`src/rtl/fp_pair_multiplier.sv`:
```
`default_nettype none
// ============================================================================
// Module      : fp_pair_multiplier
// Description : IEEE-754 single-precision multiplier for the byte-serial
//               FP_1/FP_2 register pair. Operands are latched on start and
//               multiplied with an iterative shift-add significand multiplier.
//               The product is normalised and then rounded to nearest even.
//               Denormal inputs are flushed to zero. The result is registered
//               and marked by a one-cycle done pulse.
// Ports       : clk         - clock, rising edge
//               reset       - asynchronous active-low reset
//               i_start     - operand-ready strobe, sampled only in IDLE
//               i_fp_a      - operand A (FP_1)
//               i_fp_b      - operand B (FP_2)
//               o_result    - registered product, held until the next result
//               o_done      - one-cycle pulse when o_result/flags update
//               o_busy      - high whenever the FSM is not IDLE
//               o_overflow  - finite operands rounded to +/-inf
//               o_underflow - nonzero exact product flushed to zero
//               o_invalid   - NaN operand or inf*0
// Revision    : 1.0 - initial release
// ============================================================================
module fp_pair_multiplier #(
  parameter logic [31:0] QNAN_VAL  = 32'h7FC0_0000,
  parameter int          MUL_ITERS = 24
) (
  input  logic        clk,
  input  logic        reset,
  input  logic        i_start,
  input  logic [31:0] i_fp_a,
  input  logic [31:0] i_fp_b,
  output logic [31:0] o_result,
  output logic        o_done,
  output logic        o_busy,
  output logic        o_overflow,
  output logic        o_underflow,
  output logic        o_invalid
);

  typedef enum logic [2:0] {
    S_IDLE  = 3'd0,
    S_CHECK = 3'd1,
    S_MUL   = 3'd2,
    S_NORM  = 3'd3,
    S_ROUND = 3'd4,
    S_DONE  = 3'd5
  } state_t;

  localparam logic [4:0] c_last_iter = 5'(MUL_ITERS - 1);

  state_t             r_state;
  state_t             w_next;

  logic [31:0]        r_a;
  logic [31:0]        r_b;
  logic               r_sign;
  logic signed [9:0]  r_exp;
  logic [23:0]        r_mcand;
  logic [23:0]        r_mplier;
  logic [47:0]        r_acc;
  logic [4:0]         r_cnt;
  logic [23:0]        r_mant;
  logic               r_g;
  logic               r_s;
  logic [31:0]        r_result;
  logic               r_overflow;
  logic               r_underflow;
  logic               r_invalid;

  // Operand classification (FTZ: any exp=0 operand counts as zero)
  logic [7:0]         w_ea;
  logic [7:0]         w_eb;
  logic               w_a_zero;
  logic               w_b_zero;
  logic               w_a_inf;
  logic               w_b_inf;
  logic               w_a_nan;
  logic               w_b_nan;
  logic               w_invalid;
  logic               w_any_inf;
  logic               w_any_zero;
  logic               w_special;
  logic [31:0]        w_special_res;
  logic signed [9:0]  w_exp_sum;

  assign w_ea       = r_a[30:23];
  assign w_eb       = r_b[30:23];
  assign w_a_zero   = (w_ea == 8'h00);
  assign w_b_zero   = (w_eb == 8'h00);
  assign w_a_inf    = (w_ea == 8'hFF) && (r_a[22:0] == 23'h0);
  assign w_b_inf    = (w_eb == 8'hFF) && (r_b[22:0] == 23'h0);
  assign w_a_nan    = (w_ea == 8'hFF) && (r_a[22:0] != 23'h0);
  assign w_b_nan    = (w_eb == 8'hFF) && (r_b[22:0] != 23'h0);
  assign w_invalid  = w_a_nan | w_b_nan | (w_a_inf & w_b_zero) | (w_b_inf & w_a_zero);
  assign w_any_inf  = w_a_inf | w_b_inf;
  assign w_any_zero = w_a_zero | w_b_zero;
  assign w_special  = w_invalid | w_any_inf | w_any_zero;

  always_comb begin
    w_special_res = {r_a[31] ^ r_b[31], 31'h0};
    if (w_invalid) begin
      w_special_res = QNAN_VAL;
    end else if (w_any_inf) begin
      w_special_res = {r_a[31] ^ r_b[31], 8'hFF, 23'h0};
    end
  end

  // Biased exponent sum, kept signed so under/overflow stay visible
  assign w_exp_sum = $signed({2'b00, w_ea}) + $signed({2'b00, w_eb}) - 10'sd127;

  // One shift-add step: add multiplicand into the upper half, shift right
  logic [24:0]        w_sum;
  assign w_sum = {1'b0, r_acc[47:24]} + (r_mplier[0] ? {1'b0, r_mcand} : 25'd0);

  // Round to nearest even; a carry out of the significand renormalises
  logic               w_inc;
  logic [24:0]        w_mant_sum;
  logic signed [9:0]  w_exp_rnd;
  logic [22:0]        w_frac_fin;
  logic [31:0]        w_round_res;
  logic               w_rnd_ovf;
  logic               w_rnd_unf;

  assign w_inc      = r_g & (r_s | r_mant[0]);
  assign w_mant_sum = {1'b0, r_mant} + {24'd0, w_inc};
  assign w_exp_rnd  = w_mant_sum[24] ? (r_exp + 10'sd1) : r_exp;
  assign w_frac_fin = w_mant_sum[24] ? w_mant_sum[23:1] : w_mant_sum[22:0];
  assign w_rnd_ovf  = (w_exp_rnd >= 10'sd255);
  assign w_rnd_unf  = (w_exp_rnd <= 10'sd0);

  always_comb begin
    w_round_res = {r_sign, w_exp_rnd[7:0], w_frac_fin};
    if (w_rnd_ovf) begin
      w_round_res = {r_sign, 8'hFF, 23'h0};
    end else if (w_rnd_unf) begin
      w_round_res = {r_sign, 31'h0};
    end
  end

  // State register
  always_ff @(posedge clk or negedge reset) begin
    if (!reset) begin
      r_state <= S_IDLE;
    end else begin
      r_state <= w_next;
    end
  end

  // Next-state logic
  always_comb begin
    w_next = r_state;
    case (r_state)
      S_IDLE:  if (i_start) w_next = S_CHECK;
      S_CHECK: w_next = w_special ? S_DONE : S_MUL;
      S_MUL:   if (r_cnt == c_last_iter) w_next = S_NORM;
      S_NORM:  w_next = S_ROUND;
      S_ROUND: w_next = S_DONE;
      S_DONE:  w_next = S_IDLE;
      default: w_next = S_IDLE;
    endcase
  end

  // Datapath
  always_ff @(posedge clk or negedge reset) begin
    if (!reset) begin
      r_a         <= 32'h0;
      r_b         <= 32'h0;
      r_sign      <= 1'b0;
      r_exp       <= 10'sd0;
      r_mcand     <= 24'h0;
      r_mplier    <= 24'h0;
      r_acc       <= 48'h0;
      r_cnt       <= 5'd0;
      r_mant      <= 24'h0;
      r_g         <= 1'b0;
      r_s         <= 1'b0;
      r_result    <= 32'h0;
      r_overflow  <= 1'b0;
      r_underflow <= 1'b0;
      r_invalid   <= 1'b0;
    end else begin
      case (r_state)
        S_IDLE: begin
          if (i_start) begin
            r_a <= i_fp_a;
            r_b <= i_fp_b;
          end
        end
        S_CHECK: begin
          r_sign   <= r_a[31] ^ r_b[31];
          r_exp    <= w_exp_sum;
          r_mcand  <= {1'b1, r_a[22:0]};
          r_mplier <= {1'b1, r_b[22:0]};
          r_acc    <= 48'h0;
          r_cnt    <= 5'd0;
          if (w_special) begin
            r_result    <= w_special_res;
            r_invalid   <= w_invalid;
            r_overflow  <= 1'b0;
            r_underflow <= 1'b0;
          end
        end
        S_MUL: begin
          r_acc    <= {w_sum, r_acc[23:1]};
          r_mplier <= {1'b0, r_mplier[23:1]};
          r_cnt    <= r_cnt + 5'd1;
        end
        S_NORM: begin
          if (r_acc[47]) begin
            r_mant <= r_acc[47:24];
            r_g    <= r_acc[23];
            r_s    <= |r_acc[22:0];
            r_exp  <= r_exp + 10'sd1;
          end else begin
            r_mant <= r_acc[46:23];
            r_g    <= r_acc[22];
            r_s    <= |r_acc[21:0];
          end
        end
        S_ROUND: begin
          r_result    <= w_round_res;
          r_overflow  <= w_rnd_ovf;
          r_underflow <= w_rnd_unf & ~w_rnd_ovf;
          r_invalid   <= 1'b0;
        end
        default: ;
      endcase
    end
  end

  assign o_result    = r_result;
  assign o_done      = (r_state == S_DONE);
  assign o_busy      = (r_state != S_IDLE);
  assign o_overflow  = r_overflow;
  assign o_underflow = r_underflow;
  assign o_invalid   = r_invalid;

endmodule
`default_nettype wire
```
`config.mk`:
```
export PLATFORM = sky130hd
export DESIGN_NAME = fp_pair_multiplier
export DESIGN_NICKNAME = d
export VERILOG_FILES = /design/src/rtl/fp_pair_multiplier.sv
export SDC_FILE = /design/constraint.sdc
export NUM_CORES = 1
export LEC_CHECK = 0
export BUFFER_PORTS_ARGS = -buffer_cell sky130_fd_sc_hd__buf_2
export CELL_PAD_IN_SITES_DETAIL_PLACEMENT = 0
export CELL_PAD_IN_SITES_GLOBAL_PLACEMENT = 1
export CORE_MARGIN = 10
export CORE_UTILIZATION = 45
export DETAILED_ROUTE_END_ITERATION = 12
export PLACE_DENSITY_LB_ADDON = 0.1
export SLEW_MARGIN = 20
export SYNTH_ARGS = -nofsm -noshare
export SYNTH_HDL_FRONTEND = slang
export SYNTH_SLANG_ARGS = --single-unit
```
`constraint.sdc`:
```
create_clock -name clk -period 5.4 [get_ports clk]
set_input_delay 0.81 -clock clk [delete_from_list [all_inputs] [get_ports clk]]
set_output_delay 0.81 -clock clk [all_outputs]
set_load 0.03 [all_outputs]
```
==> flow_metrics.py, run 1 <==
metrics = {
    "critical_path": {
        "start_kind": "flip-flop",
        "cp-end-kind": "flip-flop",
        "critical_path_required_ns": 5.80,
        "critPathKind": "flip-flop to flip-flop",
        "path_max_fanout": 19,
        "critical_path_arrival_ns": 3.83,
    },
    "placed_design": {
        "post_dp_cell_area_um2": 13000,
        "dp_hpwl_um": 19700,
        "place_congestion": 0.833,
        "portBuffers": 103,
    },
    "yosys": {
        "postSynthAreaPerCell_um2": 10.0,
        "synth_nets": 1324,
        "synth_top_area_share_pct": 49.3,
        "synth_edf_count": 0,
        "synthAdderAreaFrac_pct": 4.75,
        "synth-main-ff-cell": "dfrtp_1",
        "netlist_area_um2": 12200,
        "async_reset_ff_share_pct": 100,
        "synth_cells": 1212,
        "synthDistinctLibCells": 73,
        "yosysSeqAreaShare_pct": 49.3,
        "muxShareOfSynthArea_pct": 7.78,
        "yosysWarnings": 0,
        "synth_area_leader_cell": "dfrtp_1",
        "synth_compound_area_share_pct": 14.9,
        "synth_top_family_by_area": "simple AND/OR/NAND/NOR gates",
        "yosys.area_share.simple_pct": 16.2,
        "yosys_register_bits": 240,
        "yosys-top-cells-area": "dfrtp_1 (49%), nand2_1 (7.2%), mux2_2 (5.6%)",
        "synth_xor_area_share_pct": 4.03,
    },
    "timing": {
        "slew_headroom_pct": 40.3,
        "tns_ns": 0,
        "worst_slew_pin_slew_ns": 0.893,
        "slew_viol_final": 0,
        "finalHoldViolations": 0,
        "setup_viol": 0,
        "rsz0062_at_grt": "false",
        "skew_ns": 0.0180,
        "fin_hold_ws_ns": 0.172,
        "post-route-period-util_pct": 63.5,
        "max_freq_ghz": 0.291,
        "period_minus_slack_ns": 3.43,
    },
    "clock_network": {
        "clock_sinks": 240,
        "ctsResizeCount": 0,
        "post_cts.repair.setup_buffers": 0,
        "hold_buffers": 0,
        "clock_path_buffers": 3,
        "ctsHtreeMaxLevel": 1,
        "cts_made_buffers": 28,
        "clk_latency_ns": 0.55,
        "path_clk_slew_ns": 0.06,
        "cts_tree": "built",
        "cts_root_buffer": "clkbuf_16",
    },
    "routing": {
        "drcViolationCount": 0,
        "first_iter_violations": 663,
        "via_per_inst": 5.39,
        "drt-total-wl_um": 28000,
        "ant_nets": 0,
        "vias": 8909,
        "wire_per_inst_um": 16.9,
        "dr.pass1.iters": 7,
    },
    "pwr": {
        "leakage_nw": 6.47,
        "total_power_mw": 8.36,
        "power_density_nw_per_um2": 600,
        "peakVddDrop_mv": 0.297,
    },
    "layout": {
        "regArea_um2": 6010,
        "multiInputGateArea_um2": 5830,
        "fin_area_um2": 13900,
        "syn_to_final_growth_pct": 14.5,
        "layout_common_cells": "dfrtp_1 (240), nand2_1 (233), buf_2 (102), o21ai_0 (77), mux2_2 (61)",
        "final_common_cell": "dfrtp_1",
        "n_fill_cell": 2495,
        "diodes": 0,
        "nets": 1405,
        "drive_above_1_share_pct": 18.1,
    },
    "global_routing": {
        "grtUsageTotal_pct": 16.6,
        "antenna_found_initial": 0,
        "grt_max_degree": 127,
        "grt_pass1_wl_um": 47000,
        "grt-ovfl-total": 0,
        "grt_pass1_vias": 9003,
    },
    "die": {
        "dieArea_um2": 34000,
        "die_w_um": 184,
        "initial_core_util_pct": 45.4,
        "io_pins": 104,
        "chipHeight_um": 184,
        "coreArea_um2": 26800,
        "row_count": 60,
    },
    "status": {
        "status": "completed",
    },
    "hold_path": {
        "hold_class": "primary input to async pin",
    },
    "run": {
        "maxCapViolCount": 0,
    },
}
cell families after synthesis:
family | Yosys count
simple gates | 422
xor+xnor | 56
buf+inv | 92
fa+ha+maj | 45
flops | 240
compound gates | 270
mux | 87
worst max-delay path: stages (launching register included):
cell,delay (ns)
dfrtp_1,0.36
o21a_1,0.14
ha_1,0.18
ha_1,0.24
nand3_4,0.12
nor3_4,0.46
nand3_4,0.31
nor4_1,0.38
a21oi_1,0.16
o31ai_4,0.31
nand4b_1,0.44
o21ai_0,0.17
area by class of cell:
cell class,instances,share of cell area (%)
tap,341,3.06
clock inverter,8,0.844
inverter,28,0.754
clock buffer,42,5.84
sequential,240,43.1
multi-input combinational,880,41.9
timing repair buffer,115,4.51
worst paths after layout:
kind	startpoint	end	slack (ns)	cells after the start
worst max-delay path	r_s	o_result[3]	1.97	11
worst min-delay path	reset	r_mant[12]	0.17	1
worst max register to register	r_s	o_result[3]	1.97	11
worst min register to register	r_mcand[23]	r_mcand[23]	0.45	1
max in group asynchronous	reset	r_mcand[15]	4.10	2
min in group clk	r_mcand[23]	r_mcand[23]	0.45	1
sequential cells by signal, summed over array words and instances (netlist names), 3 cells and up:
register / flops
r_b: 32
r_exp: 10
r_mplier: 24
o_result: 32
r_a: 32
r_cnt: 5
r_acc: 48
r_state: 3
r_mcand: 24
r_mant: 24
through the flow:
stage               setup slack (ns)  util (%)  cells
finish                          1.97      52.0   1654
floorplan                       2.64         -   1212
detailed placement              1.94      48.5   1604
global placement                2.10      48.5   1604
CTS                             1.92      52.0   1654
global route                    1.56      52.0   1654
layer usage:
layer,routed length (um),track usage [%],vias to the layer above
met3,1210,2.82,31
met2,12100,25.1,151
li1,-,-,4478
met4,427,3.38,0
met5,0,0,-
met1,14200,24.2,4249
synth_stat cells (26+ instances only):
cell type    n
dfrtp_1    240
nand2_1    233
o21ai_0     77
mux2_2      61
clkbuf_1    54
ha_1        43
nor2_1      41
a21oi_1     40
a22o_1      36
xnor2_1     32
and2_1      29
inv_1       28
nand3_1     27
mux2i_1     26
power breakdown:
group | internal, mW | leakage, nW | switching, mW
logic | 1.37 | 2.96 | 1.87
clock network | 1.13 | 0.453 | 0.743
registers | 2.55 | 3.06 | 0.694
total | 5.05 | 6.47 | 3.31
Power figures use the tool's default switching activity.
==> run 2, diff against run 1 <==
--- a/config.mk
+++ b/config.mk
@@ -9,7 +9,7 @@
 export CELL_PAD_IN_SITES_DETAIL_PLACEMENT = 0
 export CELL_PAD_IN_SITES_GLOBAL_PLACEMENT = 1
 export CORE_MARGIN = 10
-export CORE_UTILIZATION = 45
+export CORE_UTILIZATION = 43
 export DETAILED_ROUTE_END_ITERATION = 12
 export PLACE_DENSITY_LB_ADDON = 0.1
 export SLEW_MARGIN = 20
==> constraint.sdc (replaced) <==
create_clock -name clk -period 3 [get_ports clk]
set_input_delay 0.45 -clock clk [delete_from_list [all_inputs] [get_ports clk]]
set_output_delay 0.45 -clock clk [all_outputs]
set_load 0.03 [all_outputs]
==> flow_metrics.py, run 2 (same netlist as run 1, synthesis figures left out) <==
metrics = {
    "timing": {
        "slew_headroom_pct": 61.2,
        "period_minus_slack_ns": 2.88,
        "slew_viol_final": 0,
        "post-route-period-util_pct": 95.9,
        "finalHoldViolations": 0,
        "setup_ws_ns": 0.122,
        "skew_ns": 0.00846,
        "worst_slew_pin_slew_ns": 0.583,
        "max_freq_ghz": 0.348,
        "setup_viol": 0,
        "tns_ns": 0,
    },
    "clock_network": {
        "cts_root_buffer": "clkbuf_16",
        "path_clk_slew_ns": 0.06,
        "clk_latency_ns": 0.54,
        "cts_tree": "built",
        "cts_made_buffers": 27,
        "clock_path_buffers": 3,
        "clock_sinks": 240,
        "ctsHtreeMaxLevel": 1,
    },
    "layout": {
        "nets": 1442,
        "n_fill_cell": 2647,
        "drive_above_1_share_pct": 21.0,
        "fin_cells": 1727,
        "final_common_cell": "dfrtp_1",
        "largest_reg_flops": 48,
        "top_register": "r_acc",
        "diodes": 0,
        "syn_to_final_growth_pct": 18.1,
        "layout_common_cells": "dfrtp_1 (239), nand2_1 (233), buf_2 (102), o21ai_0 (77), mux2_2 (61)",
    },
    "critical_path": {
        "path_max_fanout": 9,
        "critical_path_arrival_ns": 3.30,
        "cp-end-kind": "flip-flop",
        "start_kind": "flip-flop",
        "critical_path_required_ns": 3.43,
        "critPathKind": "flip-flop to flip-flop",
    },
    "die": {
        "row_count": 61,
        "io_pins": 104,
        "chipHeight_um": 188,
        "initial_core_util_pct": 43.7,
        "coreArea_um2": 27900,
        "dieArea_um2": 35400,
        "die_w_um": 188,
    },
    "pwr": {
        "peakVddDrop_mv": 0.633,
        "total_power_mw": 15.3,
        "power_density_nw_per_um2": 1060,
        "leakage_nw": 6.66,
    },
    "global_routing": {
        "grt_pass1_vias": 9268,
        "grt_max_degree": 74,
        "grt_pass1_wl_um": 48700,
        "grtUsageTotal_pct": 16.1,
        "antenna_found_initial": 0,
        "grt-ovfl-total": 0,
    },
    "routing": {
        "vias": 9075,
        "wire_per_inst_um": 16.8,
        "via_per_inst": 5.25,
        "ant_nets": 0,
        "drt-total-wl_um": 29000,
        "drcViolationCount": 0,
        "dr.pass1.iters": 4,
        "first_iter_violations": 546,
    },
    "placed_design": {
        "portBuffers": 103,
        "dpl.cell_count": 1668,
        "dp_slack_ns": -0.189,
        "place_congestion": 0.845,
        "dp_hpwl_um": 21100,
    },
    "run": {
        "maxCapViolCount": 0,
    },
    "hold_path": {
        "hold_class": "primary input to flip-flop",
    },
    "status": {
        "status": "completed",
    },
}
run 2: changes by cell type in the layout (fill, tap and decap cells not counted), sizes merged:
cell,before,now
clkinv,5,3
buf,115,152
dlygate4sd3,0,1
inv,28,29
clkinvlp,1,0
run 2: path summary, 6_finish.rpt:
kind	from	end	slack [ns]	depth (start not counted)
max in group asynchronous	reset	r_mplier[18]	1.77	3
max	r_s	o_result[22]	0.12	14
min	i_fp_b[23]	r_b[23]	0.11	3
max reg2reg	r_s	o_result[22]	0.12	14
min reg2reg	r_mcand[23]	r_mcand[23]	0.46	1
min in group asynchronous	reset	o_result[11]	0.47	2
run 2: cell type report:
cell class	instances	area, um^2	area share [%]
sequential	240	6010	41.8
timing repair buffer	153	986	6.86
inverter	28	105	0.731
multi-input combinational	880	5910	41.1
tap	378	473	3.29
clock inverter	6	95.1	0.662
clock buffer	42	792	5.51
run 2: critical path, stage by stage (launching register included):
cell,delay (ns)
dfrtp_1,0.36
o21a_1,0.14
ha_2,0.21
ha_4,0.16
nand3_4,0.07
nor3_4,0.24
buf_6,0.16
nand3_4,0.10
buf_6,0.18
a211oi_2,0.19
a2bb2oi_2,0.20
a21o_1,0.22
a211oi_4,0.06
buf_4,0.18
a221o_1,0.31
run 2: through the flow:
step / instance area (um^2) / util, % / hold slack, ns
global placement: 13300 / 47.7 / 0.447
CTS: 14200 / 51.0 / 0.0946
global route: 14400 / 51.6 / 0.111
floorplan: 12200 / - / 0.154
finish: 14400 / 51.6 / 0.110
detailed placement: 13300 / 47.7 / 0.444
run 2: power by group:
part | leakage (nW) | internal [mW] | switching (mW)
registers | 3.06 | 4.59 | 1.19
logic | 3.16 | 2.66 | 3.55
clock network | 0.436 | 1.98 | 1.30
total | 6.66 | 9.23 | 6.04
run 2: metal layers:
layer | share of wire, % | track usage [%] | vias up | wire length (um)
met3 | 4.6 | 3.27 | 26 | 1340
met5 | 0 | 0 | - | 0
li1 | - | - | 4548 | -
met2 | 44 | 24.6 | 149 | 12700
met4 | 1.6 | 3.42 | 0 | 455
met1 | 50 | 23.1 | 4352 | 14500
run 2: what timing repair did:
action                                 in CTS  in global routing
resized for setup                           1                 23
setup endpoints to repair                  13                 38
hold buffers                                1                  0
endpoints found under the hold margin      68                  0
cloned                                      0                  0
pin swaps                                   1                  6
setup buffers                               1                  9
